**config.mk**
```make
export PLATFORM = sky130hd
export DESIGN_NAME = sram_port_arbiter
export DESIGN_NICKNAME = d
export VERILOG_FILES = /design/src/rtl/sram_port_arbiter.sv
export SDC_FILE = /design/constraint.sdc
export NUM_CORES = 1
export LEC_CHECK = 0
export BUFFER_PORTS_ARGS = -buffer_cell sky130_fd_sc_hd__clkbuf_2
export CAP_MARGIN = 15
export CORE_AREA = 2 2 101 103
export DETAILED_ROUTE_END_ITERATION = 8
export DIE_AREA = 0 0 103 105
export GPL_ROUTABILITY_DRIVEN = 0
export HOLD_SLACK_MARGIN = 0.1
export SYNTH_ARGS = -nofsm -noshare
export SYNTH_HDL_FRONTEND = slang
export SYNTH_SLANG_ARGS = --single-unit
export TNS_END_PERCENT = 30
```
**constraint.sdc**
```tcl
create_clock -name clk -period 6 [get_ports clk]
set_input_delay 1.2 -clock clk [delete_from_list [all_inputs] [get_ports clk]]
set_output_delay 1.2 -clock clk [all_outputs]
set_load 0.02 [all_outputs]
```
**src/rtl/sram_port_arbiter.sv**
```systemverilog
// sram_port_arbiter
// Shares one synchronous SRAM port between instruction fetch and the data
// memory stage. Data accesses win by default. A streak counter bounds how
// long fetch can be starved. A pending flag per requester steers each read
// return back to the side that issued it.

module sram_port_arbiter #(
    parameter int ADDR_W        = 20,
    parameter int MAX_DM_STREAK = 4
) (
    input  logic              clk,
    input  logic              rst,

    input  logic              if_req_i,
    input  logic [31:0]       if_addr_i,
    input  logic              if_flush_i,
    output logic              if_gnt_o,
    output logic              if_rvalid_o,
    output logic [31:0]       if_rdata_o,

    input  logic              dm_req_i,
    input  logic              dm_we_i,
    input  logic [3:0]        dm_be_n_i,
    input  logic [31:0]       dm_addr_i,
    input  logic [31:0]       dm_wdata_i,
    output logic              dm_gnt_o,
    output logic              dm_rvalid_o,
    output logic [31:0]       dm_rdata_o,

    output logic              ram_ce_o,
    output logic              ram_we_o,
    output logic [3:0]        ram_be_n_o,
    output logic [ADDR_W-1:0] ram_addr_o,
    output logic [31:0]       ram_wdata_o,
    input  logic [31:0]       ram_rdata_i
);

    localparam logic [3:0] STREAK_MAX = 4'(MAX_DM_STREAK);

    logic       force_if;
    logic       if_gnt;
    logic       dm_gnt;
    logic       if_pend_q;
    logic       if_pend_d;
    logic       dm_pend_q;
    logic       dm_pend_d;
    logic [3:0] streak_q;
    logic [3:0] streak_d;

    // Byte-offset bits, plus any address bits above the SRAM range, never reach the port.
    logic unused_addr_low;
    assign unused_addr_low = ^{if_addr_i[1:0], dm_addr_i[1:0]};

    generate
        if (ADDR_W < 30) begin : g_unused_upper
            logic unused_addr_high;
            assign unused_addr_high = ^{if_addr_i[31:ADDR_W+2], dm_addr_i[31:ADDR_W+2]};
        end
    endgenerate

    // Per-cycle grant decision and the SRAM command for the winning requester; reset silences the port.
    always_comb begin
        force_if = (streak_q == STREAK_MAX) & if_req_i & ~if_flush_i;
        dm_gnt   = dm_req_i & ~force_if & ~rst;
        if_gnt   = if_req_i & ~if_flush_i & (~dm_req_i | force_if) & ~rst;

        if_gnt_o    = if_gnt;
        dm_gnt_o    = dm_gnt;
        ram_ce_o    = if_gnt | dm_gnt;
        ram_we_o    = dm_gnt & dm_we_i;
        ram_addr_o  = dm_addr_i[ADDR_W+1:2];
        ram_wdata_o = dm_wdata_i;
        ram_be_n_o  = 4'b1111;

        if (if_gnt) begin
            ram_addr_o = if_addr_i[ADDR_W+1:2];
            ram_be_n_o = 4'b0000;
        end else if (dm_gnt) begin
            ram_be_n_o = dm_be_n_i;
        end
    end

    // Next-state for read ownership and the fetch starvation streak.
    always_comb begin
        if_pend_d = if_gnt;
        dm_pend_d = dm_gnt & ~dm_we_i;
        streak_d  = streak_q;

        if (if_gnt || !if_req_i || if_flush_i) begin
            streak_d = 4'd0;
        end else if (dm_gnt && if_req_i) begin
            streak_d = (streak_q == STREAK_MAX) ? STREAK_MAX : streak_q + 4'd1;
        end
    end

    // Route returning SRAM data using only the ownership flags; a flush or reset kills the return.
    always_comb begin
        if_rvalid_o = if_pend_q & ~if_flush_i & ~rst;
        dm_rvalid_o = dm_pend_q & ~rst;
        if_rdata_o  = ram_rdata_i;
        dm_rdata_o  = ram_rdata_i;
    end

    // State registers with synchronous reset.
    always_ff @(posedge clk) begin
        if (rst) begin
            if_pend_q <= 1'b0;
            dm_pend_q <= 1'b0;
            streak_q  <= 4'd0;
        end else begin
            if_pend_q <= if_pend_d;
            dm_pend_q <= dm_pend_d;
            streak_q  <= streak_d;
        end
    end

endmodule

```
======== Yosys cells after proc, flatten, opt, wreduce, memory -nomap -nowiden ========
Cells that the tools add are included.
word-level totals
  bits in read-only memories .............. 0
  register bits ........................... 6
  latch bits .............................. 0
  memories kept ........................... 0
  word-level logic and storage cells ...... 33
  RAM bits ................................ 0
  output and inout port bits .............. 126
  input bits .............................. 138
operators by class
  order comparisons ....................... 0
  eq/ne operators ......................... 1
  bitwise operators ....................... 19
  $mul .................................... 0
  divide/modulo/power cells ............... 0
  reductions and logical operators ........ 5
  shift-type cells ........................ 0
  multiplexer cells ....................... 4
  add/sub/neg operators ................... 1
operators by type and width
  kind                   count
  $mux W20               1
  $and A1 B1 Y1          12
  $mux W4                3
  $not A1 Y1             5
  $add A4 B1 Y4 const B  1
  $eq A4 B3 Y1 const B   1
  $logic_or A1 B1 Y1     2
  $or A1 B1 Y1           2
  $reduce_or A2 Y1       1
  $logic_and A1 B1 Y1    1
  $logic_not A1 Y1       1

======== Longest topological paths before layout ========
Gate-level depths: netlist (run 1).
  depth in word-level cells ............... 9
  gate-level depth with buffers ........... 6
  depth with buffers taken out ............ 5

======== Worst setup path before layout (run 1) ========
Ideal clock, no wire load.
  kind .................................... input -> output
  start point ............................. input port if_flush_i
  end point ............................... output port ram_addr_o[14]
  required time ........................... 4.800 ns
  slack ................................... 2.314 ns
  arrival ................................. 2.486 ns
  stages on the path ...................... 5
  path through ............................ or3b_1 -> buf_6 -> a21oi_4 -> buf_8 -> mux2_4
between the ends
  longest elaborated chain between the ends .. 6
  elaborated cells on any way between the ends .. 7
ends and longest elaborated chain
  element                          line    text
  start: declaration               16      input logic if_flush_i,
  $not A1 Y1 (*)                   63, 65
  $and A1 B1 Y1                    63      force_if = (streak_q == STREAK_MAX) & if_req_i & ~if_flush_i;
  $or A1 B1 Y1                     65      if_gnt = if_req_i & ~if_flush_i & (~dm_req_i | force_if) & ~rst;
  $and A1 B1 Y1 (*) (2 in series)  65
  net if_gnt_o                     17      output logic if_gnt_o,
  $mux W20 (*)                     75      if (if_gnt) begin
  end: declaration                 33      output logic [ADDR_W-1:0] ram_addr_o,
Mark *: on every way through the listed nets, which the timed path passes. The rest lies on a longest branch.

======== Worst setup path in the final report (run 1) ========
  start point ............................. input port rst
  end point ............................... output port ram_addr_o[2]
between the ends
  longest elaborated chain between the ends .. 3
ends and longest elaborated chain
  element             line  text
  start: declaration  12    input logic rst,
  $not A1 Y1          65
  $and A1 B1 Y1       65
  $mux W20            75
Every way passes these cells.

==> results of run 1 <==
[path summary, 6_finish.rpt]
path | startpoint | endpoint | slack (ps)
hold / removal | streak_q[0] | streak_q[0] | 480
setup reg to reg | streak_q[0] | streak_q[3] | 4780
hold reg to reg | streak_q[0] | streak_q[0] | 480
setup / recovery | rst | ram_addr_o[2] | 1630
[per-layer routing]
metal | global-route usage (%) | vias up
li1 | - | 388
met1 | 2.769 | 373
met2 | 8.813 | 74
met3 | 2.742 | 24
met4 | 3.665 | 0
met5 | 0 | -
[sequential cells by signal (all words and copies together), names as in the netlist]
name	flops
dm_pend_q	1
if_pend_q	1
streak_q	4
[per-stage QoR]
| stage | instances | power, mW | hold slack [ps] | setup slack [ps] | area, um^2 |
|---|---|---|---|---|---|
| finish | 279 | 0.1643 | 480.1 | 1626 | 1234 |
| global route | 279 | 0.1748 | 531.0 | 1519 | 1234 |
| CTS | 279 | 0.1671 | 482.9 | 1594 | 1234 |
| detailed placement | 276 | 0.1076 | 478.2 | 1595 | 1192 |
| global placement | 276 | 0.1067 | 471.7 | 1648 | 1192 |
| floorplan | 163 | 0.1730 | 449.7 | 2314 | 1398 |
[cell usage in the layout (no fill, tap or decap), types with 2 or more instances in the layout]
cell,n
nor2b_1,3
nor3b_1,2
mux2_2,5
nor2_1,10
ha_1,2
inv_1,4
and2b_1,2
clkbuf_2,79
dfxtp_1,6
a21oi_1,2
nand2b_1,2
nor3_1,3
clkbuf_8,3
mux2_4,15
[cells by family after synthesis]
logic type | after synthesis
multiplexers | 20
AND/OR/NAND/NOR | 27
AO/OA/AOI/OAI | 4
adder cells (fa/ha/maj) | 2
buffers and inverters | 103
XOR/XNOR | 1
flip-flops | 6
[power by group]
part / switching (mW) / internal, mW
logic: 0.0326 / 0.0324
clock network: 0.0153 / 0.0429
registers: 0.000271 / 0.0408
[final cells by class]
type / instances / area, um^2 / share of cell area [%]
multi-input cells: 54 / 495.5 / 40.16
inverters: 4 / 15.01 / 1.217
clock buffers: 3 / 41.29 / 3.347
repair buffers: 79 / 395.4 / 32.05
flip-flops and latches: 6 / 120.1 / 9.736
well taps: 133 / 166.4 / 13.49
==> flow_metrics.tcl, run 1 <==
set metrics [dict create \
    row_count 36 \
    drc_errors 0 \
    cts_hold_buf 0 \
    max_stage_delay_ps 780 \
    p_leak_nw 0.6107 \
    cp-end-kind "output port" \
    num_antenna_cells 0 \
    path_class "primary input to output port" \
    dp_hpwl_mm 2.555 \
    finalHoldViolCount 0 \
    pin_count 264 \
    crit_cells 5 \
    fin_util_pct 12.80 \
    synth_top_family_by_area "buffers and inverters" \
    slew_headroom_pct 35.24 \
    yosysTopAreaCell "buf_4" \
    synth_most_common_cell "buf_4" \
    drtPass1Iterations 2 \
    cellPowerDensity_nw_per_um2 133.1 \
    htreeDepth 1 \
    n_fill_cell 1115 \
    yosysUniqueCellTypes 24 \
    cts_root_buf "clkbuf_8" \
    drt-initial-drc-count 19 \
    slew_viol_final 0 \
    initial_core_util_pct 14.50 \
    whs_path_depth 1 \
    highest_layer "met4" \
    finalSetupTns_ps 0 \
    hold_class "flip-flop to flip-flop" \
    wl_met1_um 783 \
    drive_gt1_share_pct 70.55 \
    ir_drop_mv 0.06458 \
    wirelength_mm 2.866 \
    crit_top_cell "clkbuf_2" \
    cts_made_buffers 3 \
    synthArstFlopShare_pct 0 \
    die_area_um2 10820 \
    worstPathMaxFanout 25 \
    synth_top_area_share_pct 51.57 \
    cts_tree "yes" \
    path_cells "clkbuf_2 -> or3b_1 -> a21oi_4 -> mux2_2 -> clkbuf_2" \
    grt_overflow 0 \
    synthCells 163 \
    clk_path_buf_depth 2 \
    synth_common_cells "96 x buf_4, 15 x mux2_4, 10 x nor2_1, 6 x dfxtp_1, 5 x mux2_2" \
    core_area_um2 9639 \
    place.port_buffers 79 \
    min_period_over_period_pct 72.91 \
    grt_max_degree 26 \
    synth_area_leaders "buf_4 52%, mux2_4 16%, dfxtp_1 8.6%" \
    area_growth_pct -11.73 \
    synth.area.mux_share_pct 20.14 \
    via_count 859 \
    yosysWarningCount 0 \
    synth-seq-area-share_pct 8.594 \
    ys_seq_elements 6 \
    rsz0062_at_grt "false" \
    synth_compound_area_share_pct 2.507 \
    cts_sinks 6 \
    start_kind "primary input" \
    nNetsFinal 288 \
    avgSynthCellArea_um2 8.574 \
    syn_nets 303 \
    synth_xor_area_share_pct 0.6267 \
    grt_use_total_pct 4.580 \
    detail-route-antenna-nets 0 \
    critPathBufInv 2 \
    synthFlopType "dfxtp_1" \
    wl_met2_mm 1.465 \
    critical-path-top-delay-family "compound AO/OA/AOI/OAI gates" \
    dr_wl_met3_um 476 \
    cp_slowest_cell "a21oi_4" \
    post_drt_wl_per_cell_um 10.27 \
    die_w_um 103 \
    status "complete, no violations" \
    period_minus_slack_ps 4374 \
    worstPathArrival_ps 3170 \
    antenna_found_initial 0 \
    worst_pin_slew_ps 969.2 \
    grt_pass1_vias 822 \
    clk_pin_slew_ps 30 \
    fp.dieH_um 105 \
    cp_data_required_time_ps 4800 \
    clock_latency_ps 220 \
    drv_cap 0 \
    reg2reg_depth 5 \
    via_per_inst 3.079 \
    cts-resized-gates 0 \
    synth_area_um2 1398 \
    post_cts_buffers 0 \
    synthAdderAreaFrac_pct 1.791 \
    synth_simple_gate_area_share_pct 10.38 \
    max_freq_mhz 228.6 \
    grt_pass1_wl_mm 3.615 \
    finClkSkew_ps 0.9777 \
    synth_edf_count 0 \
    finalSetupViolCount 0 \
]
Power figures use the tool's default switching activity.
==> run 2: changes to the inputs <==
- CORE_AREA: 2 2 101 103 -> 2 2 103 105
- DIE_AREA: 0 0 103 105 -> 0 0 105 107
- clock period: 6 -> 3.85 ns (I/O delays scaled with it)
==> run 2 against run 1 <==
  * Utilization is 0.46 points lower
  * Highest routed layer unchanged
  * Global-route usage is 0.14 points lower
  * Largest power group unchanged
  * Clock skew is 0.78 ps lower
==> flow_metrics.tcl, run 2 (same netlist as run 1, synthesis figures left out) <==
set metrics [dict create \
    r2r_slack_ps 2640 \
    ir_drop_mv 0.06250 \
    cts-resized-gates 0 \
    die_w_um 105 \
    setup_ws_ps 647.4 \
    rsz0062_at_grt "false" \
    die_area_um2 11240 \
    critPathBufInv 3 \
    crit_end "ram_addr_o[3]" \
    clock_latency_ps 220 \
    status "complete, no violations" \
    cp_slowest_cell "or3b_1" \
    finalSetupTns_ps 0 \
    finalSetupViolCount 0 \
    antenna_found_initial 0 \
    drtPass1Iterations 2 \
    place.port_buffers 79 \
    finalHoldViolCount 0 \
    min_period_over_period_pct 83.18 \
    reg2reg_depth 5 \
    cp_data_required_time_ps 3080 \
    initial_core_util_pct 13.85 \
    crit_top_cell "clkbuf_2" \
    via_count 883 \
    drv_cap 0 \
    fp.dieH_um 107 \
    final_common_cell "clkbuf_2" \
    critical-path-top-delay-family "buffers and inverters" \
    grt_use_total_pct 4.436 \
    fin_util_pct 12.34 \
    slew_headroom_pct 74.45 \
    drc_errors 0 \
    dp_hpwl_mm 2.541 \
    pin_count 264 \
    largest_register_ffs 4 \
    path_cells "clkbuf_2 -> or3b_1 -> a21oi_4 -> buf_4 -> mux2_2 -> clkbuf_2" \
    cts_root_buf "clkbuf_8" \
    wirelength_mm 2.864 \
    finalPower_mw 0.2575 \
    clk_path_buf_depth 2 \
    slew_viol_final 0 \
    htreeDepth 1 \
    path_class "primary input to output port" \
    reg.largest.list "streak_q (4), dm_pend_q (1), if_pend_q (1)" \
    worstPathMaxFanout 25 \
    cp-end-kind "output port" \
    area_growth_pct -10.92 \
    grt_max_degree 26 \
    crit_cells 6 \
    post_drt_wl_per_cell_um 10.12 \
    clk_pin_slew_ps 30 \
    detail-route-antenna-nets 0 \
    core_area_um2 10090 \
    post_cts_buffers 0 \
    n_fill_cell 1169 \
    hold_start "streak_q[0]" \
    hold_class "flip-flop to flip-flop" \
    via_per_inst 3.120 \
    max_freq_mhz 312.3 \
    start_kind "primary input" \
    drive_gt1_share_pct 70.75 \
    place_ws_ps 626.9 \
    grt_overflow 0 \
    p_leak_nw 0.6161 \
    worstPathArrival_ps 2430 \
    finClkSkew_ps 0.2017 \
    cts_tree "yes" \
    row_count 37 \
    max_stage_delay_ps 500 \
    nNetsFinal 289 \
    period_minus_slack_ps 3203 \
    grt_pass1_vias 799 \
    drt-initial-drc-count 40 \
    num_antenna_cells 0 \
    cts_hold_buf 0 \
    worst_pin_slew_ps 383.3 \
    reg2reg_from "streak_q[0]" \
    crit_start "if_flush_i" \
    cts_made_buffers 3 \
    largest-register "streak_q" \
    grt_pass1_wl_mm 3.788 \
    cts_sinks 6 \
    final_cell_mix "79 x clkbuf_2, 15 x mux2_4, 10 x nor2_1, 6 x dfxtp_1, 5 x mux2_2" \
    cellPowerDensity_nw_per_um2 206.8 \
    reg2reg_to "streak_q[1]" \
]
[run 2: changes by cell type in the layout (fill, tap and decap cells not counted)]
| cell | before | now |
|---|---|---|
| buf_4 | 0 | 1 |
[run 2: worst register-to-register path, stage by stage (launching register included)]
cell and delay, ps:
dfxtp_1 360, inv_1 60, ha_1 220, nand3b_1 200, nand2_1 120, nor3_1 170
[run 2: worst min path at each step]
| stage | depth (start not counted) | end |
|---|---|---|
| after floorplan | 1 | streak_q[0] |
| after global routing | 1 | streak_q[0] |
| after global placement | 1 | streak_q[0] |
| final | 1 | streak_q[0] |
| after CTS | 1 | streak_q[0] |
| after detailed placement | 1 | streak_q[0] |
[run 2: routing by layer]
metal	vias up	global-route usage (%)	routed length (um)
met3	13	2.736	480
li1	390	-	-
met5	-	0	0
met2	88	8.534	1457
met1	392	2.884	822
met4	0	3.619	104
[run 2: per-stage QoR]
stage | cells | instance area (um^2) | hold slack (ps)
after floorplan | 163 | 1398 | 449.7
after global placement | 280 | 1204 | 472.5
after detailed placement | 280 | 1204 | 485.9
after CTS | 283 | 1245 | 488.6
after global routing | 283 | 1245 | 511.5
final | 283 | 1245 | 481.8
[run 2: area by class of cell]
class,count,area [um^2],area share [%]
repair buffers,80,402.9,32.36
clock buffers,3,41.29,3.317
well taps,136,170.2,13.67
flip-flops and latches,6,120.1,9.648
inverters,4,15.01,1.206
multi-input cells,54,495.5,39.80
[run 2: report_power, final]
group | total, mW | switching, mW | internal [mW]
sequential | 0.0641 | 0.000459 | 0.0636
clock | 0.0911 | 0.0242 | 0.0669
combinational | 0.102 | 0.0517 | 0.0507
total | 0.257 | 0.0763 | 0.181
